[src/rtl/ram_pkg.sv]
// Shared constants and types for the two-port SRAM arbiter.
package ram_pkg;

  localparam int unsigned ADDR_W = 4;
  localparam int unsigned DATA_W = 8;

  typedef logic [ADDR_W-1:0] addr_t;
  typedef logic [DATA_W-1:0] data_t;

  // Arbiter FSM: accept in IDLE, command on the SRAM in ISSUE, read return in WAIT.
  typedef enum logic [1:0] {
    IDLE  = 2'd0,
    ISSUE = 2'd1,
    WAIT  = 2'd2
  } state_t;

  // Requester index (0 or 1).
  typedef logic port_t;

  localparam port_t PORT0 = 1'b0;
  localparam port_t PORT1 = 1'b1;

endpackage

[src/rtl/ram_arbiter_if.sv]
// Requester and SRAM-side signals of the arbiter, bundled as one interface.
interface ram_arbiter_if
  import ram_pkg::*;
();

  logic  req0;
  logic  req1;
  logic  we0;
  logic  we1;
  addr_t addr0;
  addr_t addr1;
  data_t wdata0;
  data_t wdata1;
  logic  gnt0;
  logic  gnt1;
  logic  rvalid0;
  logic  rvalid1;
  data_t rdata0;
  data_t rdata1;
  logic  mem_wr;
  addr_t mem_addr;
  data_t mem_wdata;
  data_t mem_rdata;

  // Traffic sources and SRAM model side.
  modport master (
    output req0, req1, we0, we1, addr0, addr1, wdata0, wdata1, mem_rdata,
    input  gnt0, gnt1, rvalid0, rvalid1, rdata0, rdata1, mem_wr, mem_addr, mem_wdata
  );

  // Arbiter side.
  modport slave (
    input  req0, req1, we0, we1, addr0, addr1, wdata0, wdata1, mem_rdata,
    output gnt0, gnt1, rvalid0, rvalid1, rdata0, rdata1, mem_wr, mem_addr, mem_wdata
  );

endinterface

[src/rtl/ram_arb_pick.sv]
// Combinational 2-way winner picker.
// RAM_ARB_RR_EN defined: round-robin on contention using the last-granted port.
// RAM_ARB_RR_EN undefined: fixed priority, port 0 wins.
module ram_arb_pick
  import ram_pkg::*;
(
  input  logic [1:0] req,
`ifdef RAM_ARB_RR_EN
  input  port_t      last,
`endif
  output port_t      winner_c
);

  // Winner select; a lone requester always wins.
  always_comb begin
    winner_c = PORT0;
`ifdef RAM_ARB_RR_EN
    if (&req) begin
      winner_c = port_t'(~last);
    end else begin
      winner_c = port_t'(~req[0] & req[1]);
    end
`else
    winner_c = port_t'(~req[0] & req[1]);
`endif
  end

endmodule

[src/rtl/ram_arbiter.sv]
// Two-port front end for the 16x8 single-port SRAM: one access in flight,
// registered SRAM command, read data returned to the issuing port.
// Build option: RAM_ARB_RR_EN selects round-robin arbitration (default fixed priority).
module ram_arbiter
  import ram_pkg::*;
(
  input logic          clk,
  input logic          rst_n,
  ram_arbiter_if.slave bus
);

  state_t state;
  state_t state_next;

  port_t  winner_c;
  port_t  owner;
  port_t  owner_next;

  logic   any_req;
  logic   win_we;
  addr_t  win_addr;
  data_t  win_wdata;

  logic [1:0] gnt;
  logic [1:0] gnt_next;
  logic [1:0] rvalid;
  logic [1:0] rvalid_next;
  data_t      rdata [2];
  data_t      rdata_next [2];
  logic       mem_wr;
  logic       mem_wr_next;
  addr_t      mem_addr;
  addr_t      mem_addr_next;
  data_t      mem_wdata;
  data_t      mem_wdata_next;

`ifdef RAM_ARB_RR_EN
  port_t ptr;
  port_t ptr_next;
`endif

  assign any_req = bus.req0 | bus.req1;

  ram_arb_pick u_pick (
    .req      ({bus.req1, bus.req0}),
`ifdef RAM_ARB_RR_EN
    .last     (ptr),
`endif
    .winner_c (winner_c)
  );

  // Winning requester's command fields.
  always_comb begin
    win_we    = bus.we0;
    win_addr  = bus.addr0;
    win_wdata = bus.wdata0;
    if (winner_c == PORT1) begin
      win_we    = bus.we1;
      win_addr  = bus.addr1;
      win_wdata = bus.wdata1;
    end
  end

  // FSM state register.
  always_ff @(posedge clk or negedge rst_n) begin
    if (!rst_n) begin
      state <= IDLE;
    end else begin
      state <= state_next;
    end
  end

  // Next-state logic; mem_wr high in ISSUE marks a write.
  always_comb begin
    state_next = state;
    unique case (state)
      IDLE:    if (any_req) state_next = ISSUE;
      ISSUE:   state_next = mem_wr ? IDLE : WAIT;
      WAIT:    state_next = IDLE;
      default: state_next = IDLE;
    endcase
  end

  // Next values of the command, grant and read-return registers.
  always_comb begin
    gnt_next       = '0;
    rvalid_next    = '0;
    rdata_next     = rdata;
    mem_wr_next    = 1'b0;
    mem_addr_next  = mem_addr;
    mem_wdata_next = mem_wdata;
    owner_next     = owner;
`ifdef RAM_ARB_RR_EN
    ptr_next       = ptr;
`endif
    unique case (state)
      IDLE: begin
        if (any_req) begin
          gnt_next[winner_c] = 1'b1;
          mem_wr_next        = win_we;
          mem_addr_next      = win_addr;
          mem_wdata_next     = win_wdata;
`ifdef RAM_ARB_RR_EN
          ptr_next           = winner_c;
`endif
        end
      end
      ISSUE: begin
        if (!mem_wr) owner_next = port_t'(gnt[1]);
      end
      WAIT: begin
        rdata_next[owner]  = bus.mem_rdata;
        rvalid_next[owner] = 1'b1;
      end
      default: ;
    endcase
  end

  // Output and bookkeeping registers.
  always_ff @(posedge clk or negedge rst_n) begin
    if (!rst_n) begin
      gnt       <= '0;
      rvalid    <= '0;
      rdata[0]  <= '0;
      rdata[1]  <= '0;
      mem_wr    <= 1'b0;
      mem_addr  <= '0;
      mem_wdata <= '0;
      owner     <= PORT0;
`ifdef RAM_ARB_RR_EN
      ptr       <= PORT1;
`endif
    end else begin
      gnt       <= gnt_next;
      rvalid    <= rvalid_next;
      rdata     <= rdata_next;
      mem_wr    <= mem_wr_next;
      mem_addr  <= mem_addr_next;
      mem_wdata <= mem_wdata_next;
      owner     <= owner_next;
`ifdef RAM_ARB_RR_EN
      ptr       <= ptr_next;
`endif
    end
  end

  assign bus.gnt0      = gnt[0];
  assign bus.gnt1      = gnt[1];
  assign bus.rvalid0   = rvalid[0];
  assign bus.rvalid1   = rvalid[1];
  assign bus.rdata0    = rdata[0];
  assign bus.rdata1    = rdata[1];
  assign bus.mem_wr    = mem_wr;
  assign bus.mem_addr  = mem_addr;
  assign bus.mem_wdata = mem_wdata;

endmodule

[src/flat_wrapper.sv]
// flat-port wrapper written by rule: the top's interface ports become plain ports
module ram_arbiter_flat import ram_pkg::*;
  (clk, rst_n, bus_req0, bus_req1, bus_we0, bus_we1, bus_addr0, bus_addr1, bus_wdata0, bus_wdata1, bus_mem_rdata, bus_gnt0, bus_gnt1, bus_rvalid0, bus_rvalid1, bus_rdata0, bus_rdata1, bus_mem_wr, bus_mem_addr, bus_mem_wdata);
  ram_arbiter_if bus_i ();
  input logic clk;
  input logic rst_n;
  input wire logic [$bits(bus_i.req0)-1:0] bus_req0;
  input wire logic [$bits(bus_i.req1)-1:0] bus_req1;
  input wire logic [$bits(bus_i.we0)-1:0] bus_we0;
  input wire logic [$bits(bus_i.we1)-1:0] bus_we1;
  input wire logic [$bits(bus_i.addr0)-1:0] bus_addr0;
  input wire logic [$bits(bus_i.addr1)-1:0] bus_addr1;
  input wire logic [$bits(bus_i.wdata0)-1:0] bus_wdata0;
  input wire logic [$bits(bus_i.wdata1)-1:0] bus_wdata1;
  input wire logic [$bits(bus_i.mem_rdata)-1:0] bus_mem_rdata;
  output wire logic [$bits(bus_i.gnt0)-1:0] bus_gnt0;
  output wire logic [$bits(bus_i.gnt1)-1:0] bus_gnt1;
  output wire logic [$bits(bus_i.rvalid0)-1:0] bus_rvalid0;
  output wire logic [$bits(bus_i.rvalid1)-1:0] bus_rvalid1;
  output wire logic [$bits(bus_i.rdata0)-1:0] bus_rdata0;
  output wire logic [$bits(bus_i.rdata1)-1:0] bus_rdata1;
  output wire logic [$bits(bus_i.mem_wr)-1:0] bus_mem_wr;
  output wire logic [$bits(bus_i.mem_addr)-1:0] bus_mem_addr;
  output wire logic [$bits(bus_i.mem_wdata)-1:0] bus_mem_wdata;
  assign bus_i.req0 = bus_req0;
  assign bus_i.req1 = bus_req1;
  assign bus_i.we0 = bus_we0;
  assign bus_i.we1 = bus_we1;
  assign bus_i.addr0 = bus_addr0;
  assign bus_i.addr1 = bus_addr1;
  assign bus_i.wdata0 = bus_wdata0;
  assign bus_i.wdata1 = bus_wdata1;
  assign bus_i.mem_rdata = bus_mem_rdata;
  assign bus_gnt0 = bus_i.gnt0;
  assign bus_gnt1 = bus_i.gnt1;
  assign bus_rvalid0 = bus_i.rvalid0;
  assign bus_rvalid1 = bus_i.rvalid1;
  assign bus_rdata0 = bus_i.rdata0;
  assign bus_rdata1 = bus_i.rdata1;
  assign bus_mem_wr = bus_i.mem_wr;
  assign bus_mem_addr = bus_i.mem_addr;
  assign bus_mem_wdata = bus_i.mem_wdata;
  ram_arbiter u_core (.clk(clk), .rst_n(rst_n), .bus(bus_i));
endmodule
[config.mk]
export PLATFORM = sky130hd
export DESIGN_NAME = ram_arbiter_flat
export DESIGN_NICKNAME = d
export VERILOG_FILES = /design/src/rtl/ram_pkg.sv /design/src/rtl/ram_arbiter_if.sv /design/src/rtl/ram_arb_pick.sv /design/src/rtl/ram_arbiter.sv /design/src/flat_wrapper.sv
export SDC_FILE = /design/constraint.sdc
export NUM_CORES = 1
export LEC_CHECK = 0
export CORE_UTILIZATION = 44
export DETAILED_ROUTE_END_ITERATION = 8
export PLACE_DENSITY = 0.84
export SLEW_MARGIN = 40
export SYNTH_ARGS = -nofsm -noshare
export SYNTH_HDL_FRONTEND = slang
export SYNTH_HIERARCHICAL = 1
export SYNTH_SLANG_ARGS = --single-unit
[constraint.sdc]
create_clock -name clk -period 2 [get_ports clk]
set_input_delay 0.4 -clock clk [delete_from_list [all_inputs] [get_ports clk]]
set_output_delay 0.4 -clock clk [all_outputs]
set_load 0.01 [all_outputs]
==> flow_metrics.env <==
export IMPL_path_buf_inv=1
export IMPL_numCtsBuffers=5
export IMPL_grt_max_degree=37
export IMPL_setup_viol=0
export IMPL_fin_crit_ns=1.67
export IMPL_status="finished clean"
export IMPL_drt_iter0_drc=21
export IMPL_synth_xor_xnor_area_share=0
export IMPL_fin_ws_ns=0.327
export IMPL_synth_compound_area_frac=0
export IMPL_slowest_delay_ns=0.55
export IMPL_drv_slew=0
export IMPL_synth_cell_types=13
export IMPL_wl_um=3060
export IMPL_synth_flop_cell="dfrtp_1"
export IMPL_row_count=21
export IMPL_layout_nets=208
export IMPL_clkTransAtPathRegs_ns=0.11
export IMPL_path_depth=1
export IMPL_grt_usage=0.178
export IMPL_vias=1050
export IMPL_antenna_found_initial=0
export IMPL_wire_per_inst_um=14.1
export IMPL_synth_common_cells="36 x dfrtp_1, 26 x mux2_2, 15 x mux2_4"
export IMPL_cp_cell_sequence="clkdlybuf4s50_1"
export IMPL_startpoint_type="register"
export IMPL_num_io_pins=71
export IMPL_worst_slew_pin_slew_ns=0.434
export IMPL_ir_worst_vdd_mv=0.868
export IMPL_synthAdderAreaFrac=0
export IMPL_fin_skew_ns=0.0111
export IMPL_synth_cells=92
export IMPL_dp_hpwl_um=2280
export IMPL_dp_cells=208
export IMPL_cp_top_family="buffers and inverters"
export IMPL_cellPowerDensity_mw_per_mm2=1400
export IMPL_ant_nets=0
export IMPL_required_ns=1.60
export IMPL_cp_arrival_ns=1.27
export IMPL_clock_sinks=36
export IMPL_ys_seq_area_frac=0.575
export IMPL_maxClockFrequency_ghz=0.598
export IMPL_layout_drive_gt1_share=0.345
export IMPL_synth_area_mux_share=0.337
export IMPL_p_leak_nw=1.05
export IMPL_cp_max_fo=2
export IMPL_antenna_cells=0
export IMPL_clock_path_buffers=2
export IMPL_drc=0
export IMPL_die_w_um=61.7
export IMPL_synth_most_common_cell="dfrtp_1"
export IMPL_cts_tree="built"
export IMPL_syn_area_mm2=0.00157
export IMPL_synthSimpleGateAreaFrac=0.0567
export IMPL_portBuffers=70
export IMPL_grt_ovfl_total=0
export IMPL_layout_cells_non_filler=217
export IMPL_die_area_mm2=0.00380
export IMPL_finalPower_mw=3.38
export IMPL_hold_depth=1
export IMPL_synth_edf_count=0
export IMPL_yosys_area_top_type="dfrtp_1"
export IMPL_preCtsSetupSlack_ns=0.0659
export IMPL_synth_top_family_by_area="multiplexers"
export IMPL_area_growth_pct=54.6
export IMPL_tns_ns=0
export IMPL_r2r_cells=3
export IMPL_core_area_mm2=0.00336
export IMPL_grt_pass1_vias=1070
export IMPL_hold_violations=0
export IMPL_fin_crit_sh=0.836
export IMPL_rsz0062_at_grt="false"
export IMPL_via_per_inst=4.84
export IMPL_htree_levels=2
export IMPL_grt_pass1_wl_um=4740
export IMPL_min_path_type="reg -> reg"
export IMPL_synth_top_cell_area_share=0.575
export IMPL_die_h_um=61.7
export IMPL_slew_headroom=0.711
export IMPL_critPathKind="reg -> out"
export IMPL_synthArstFlopShare=1.00
export IMPL_synth_seq_cells=36
export IMPL_gp_congestion=0.672
export IMPL_start_util=0.466
export IMPL_synth_area_leaders="dfrtp_1 58%, mux2_2 19%, mux2_4 14%"
export IMPL_end_kind="primary output"
export IMPL_worst_path_max_delay_cell="clkdlybuf4s50_1"
export IMPL_synth_nets=130
export IMPL_clock_latency_ns=0.34
export IMPL_root_buffer="clkbuf_4"
export IMPL_maxCapViolCount=0
export IMPL_ys_warn_count=6
export IMPL_syn_avg_cell_area_um2=17.0
export IMPL_firstDrtPassIters=3
-- metrics by stage --
step | util | cell area [µm²] | hold WS (ns)
2_1_floorplan | - | 1570 | 0.104
3_3_place_gp | 0.693 | 2330 | 0.461
3_5_place_dp | 0.693 | 2330 | 0.474
4_1_cts | 0.717 | 2410 | 0.134
5_1_grt | 0.720 | 2420 | 0.493
6_report | 0.720 | 2420 | 0.478
-- what timing repair did --
action / in CTS / in global routing
setup buffers: 0 / 0
gates resized for setup: 0 / 0
endpoints found under the setup margin: 0 / 0
hold endpoints to repair: 0 / 1
hold buffers: 0 / 1
-- layout by cell type, fill, tap and decap left out, drive strengths merged --
master          n
dfrtp          36
nand3b          1
nor3b           2
and2            1
nor2            1
inv             1
clkinv          1
dlygate4sd3     1
bufinv          1
mux2           41
clkbuf          5
clkdlybuf4s50  69
mux2i           1
nor4            2
nor2b           1
nor3            1
buf             5
clkinvlp        1
-- layout make-up --
class	instances	area, µm²
fillers	229	941
flip-flops and latches	36	901
repair buffers	75	763
multi-input cells	51	617
well taps	46	57.6
clock inverters	3	42.5
clock buffers	5	37.5
inverters	1	3.75
-- cell families (layout without fill, tap and decap cells) --
kind of cell	Yosys count	in the layout
simple gates	9	9
buf+inv	5	84
flops	36	36
mux	42	42
-- routing by layer --
metal  share of wire  routed length, µm  track usage
met1            0.40               1230        0.215
met2            0.50               1530        0.287
met3           0.089                271       0.0777
met4          0.0091                 28       0.0571
met5               0                  0            0
-- where the power goes --
group          internal (mW)  switching (mW)  leakage, nW  total (mW)
Combinational           1.06           0.517        0.571        1.58
Sequential              1.07           0.220        0.433        1.29
Clock                  0.261           0.246       0.0412       0.506
-- final timing paths --
| check | start | endpoint | slack, ns |
|---|---|---|---|
| setup / recovery | u_core/bus.mem_wr | bus_mem_wr | 0.33 |
| hold / removal | u_core/bus.mem_wr | u_core/state[1] | 0.48 |
| setup reg to reg | u_core/state[1] | u_core/bus.rdata0[6] | 0.59 |
| hold reg to reg | u_core/bus.mem_wr | u_core/state[1] | 0.48 |
| max in group asynchronous | rst_n | u_core/owner | 1.15 |
| min in group asynchronous | rst_n | u_core/bus.rdata0[0] | 0.53 |
-- registers in the layout, summed over array words and instances (netlist names) --
| register | count |
|---|---|
| u_core/bus.rdata0 | 8 |
| u_core/bus.mem_addr | 4 |
| u_core/bus.mem_wdata | 8 |
| u_core/rvalid | 2 |
| u_core/owner | 1 |
| u_core/state | 2 |
| u_core/bus.mem_wr | 1 |
| u_core/bus.rdata1 | 8 |
| u_core/gnt | 2 |
Note: power is estimated with default switching activity, not from simulation.
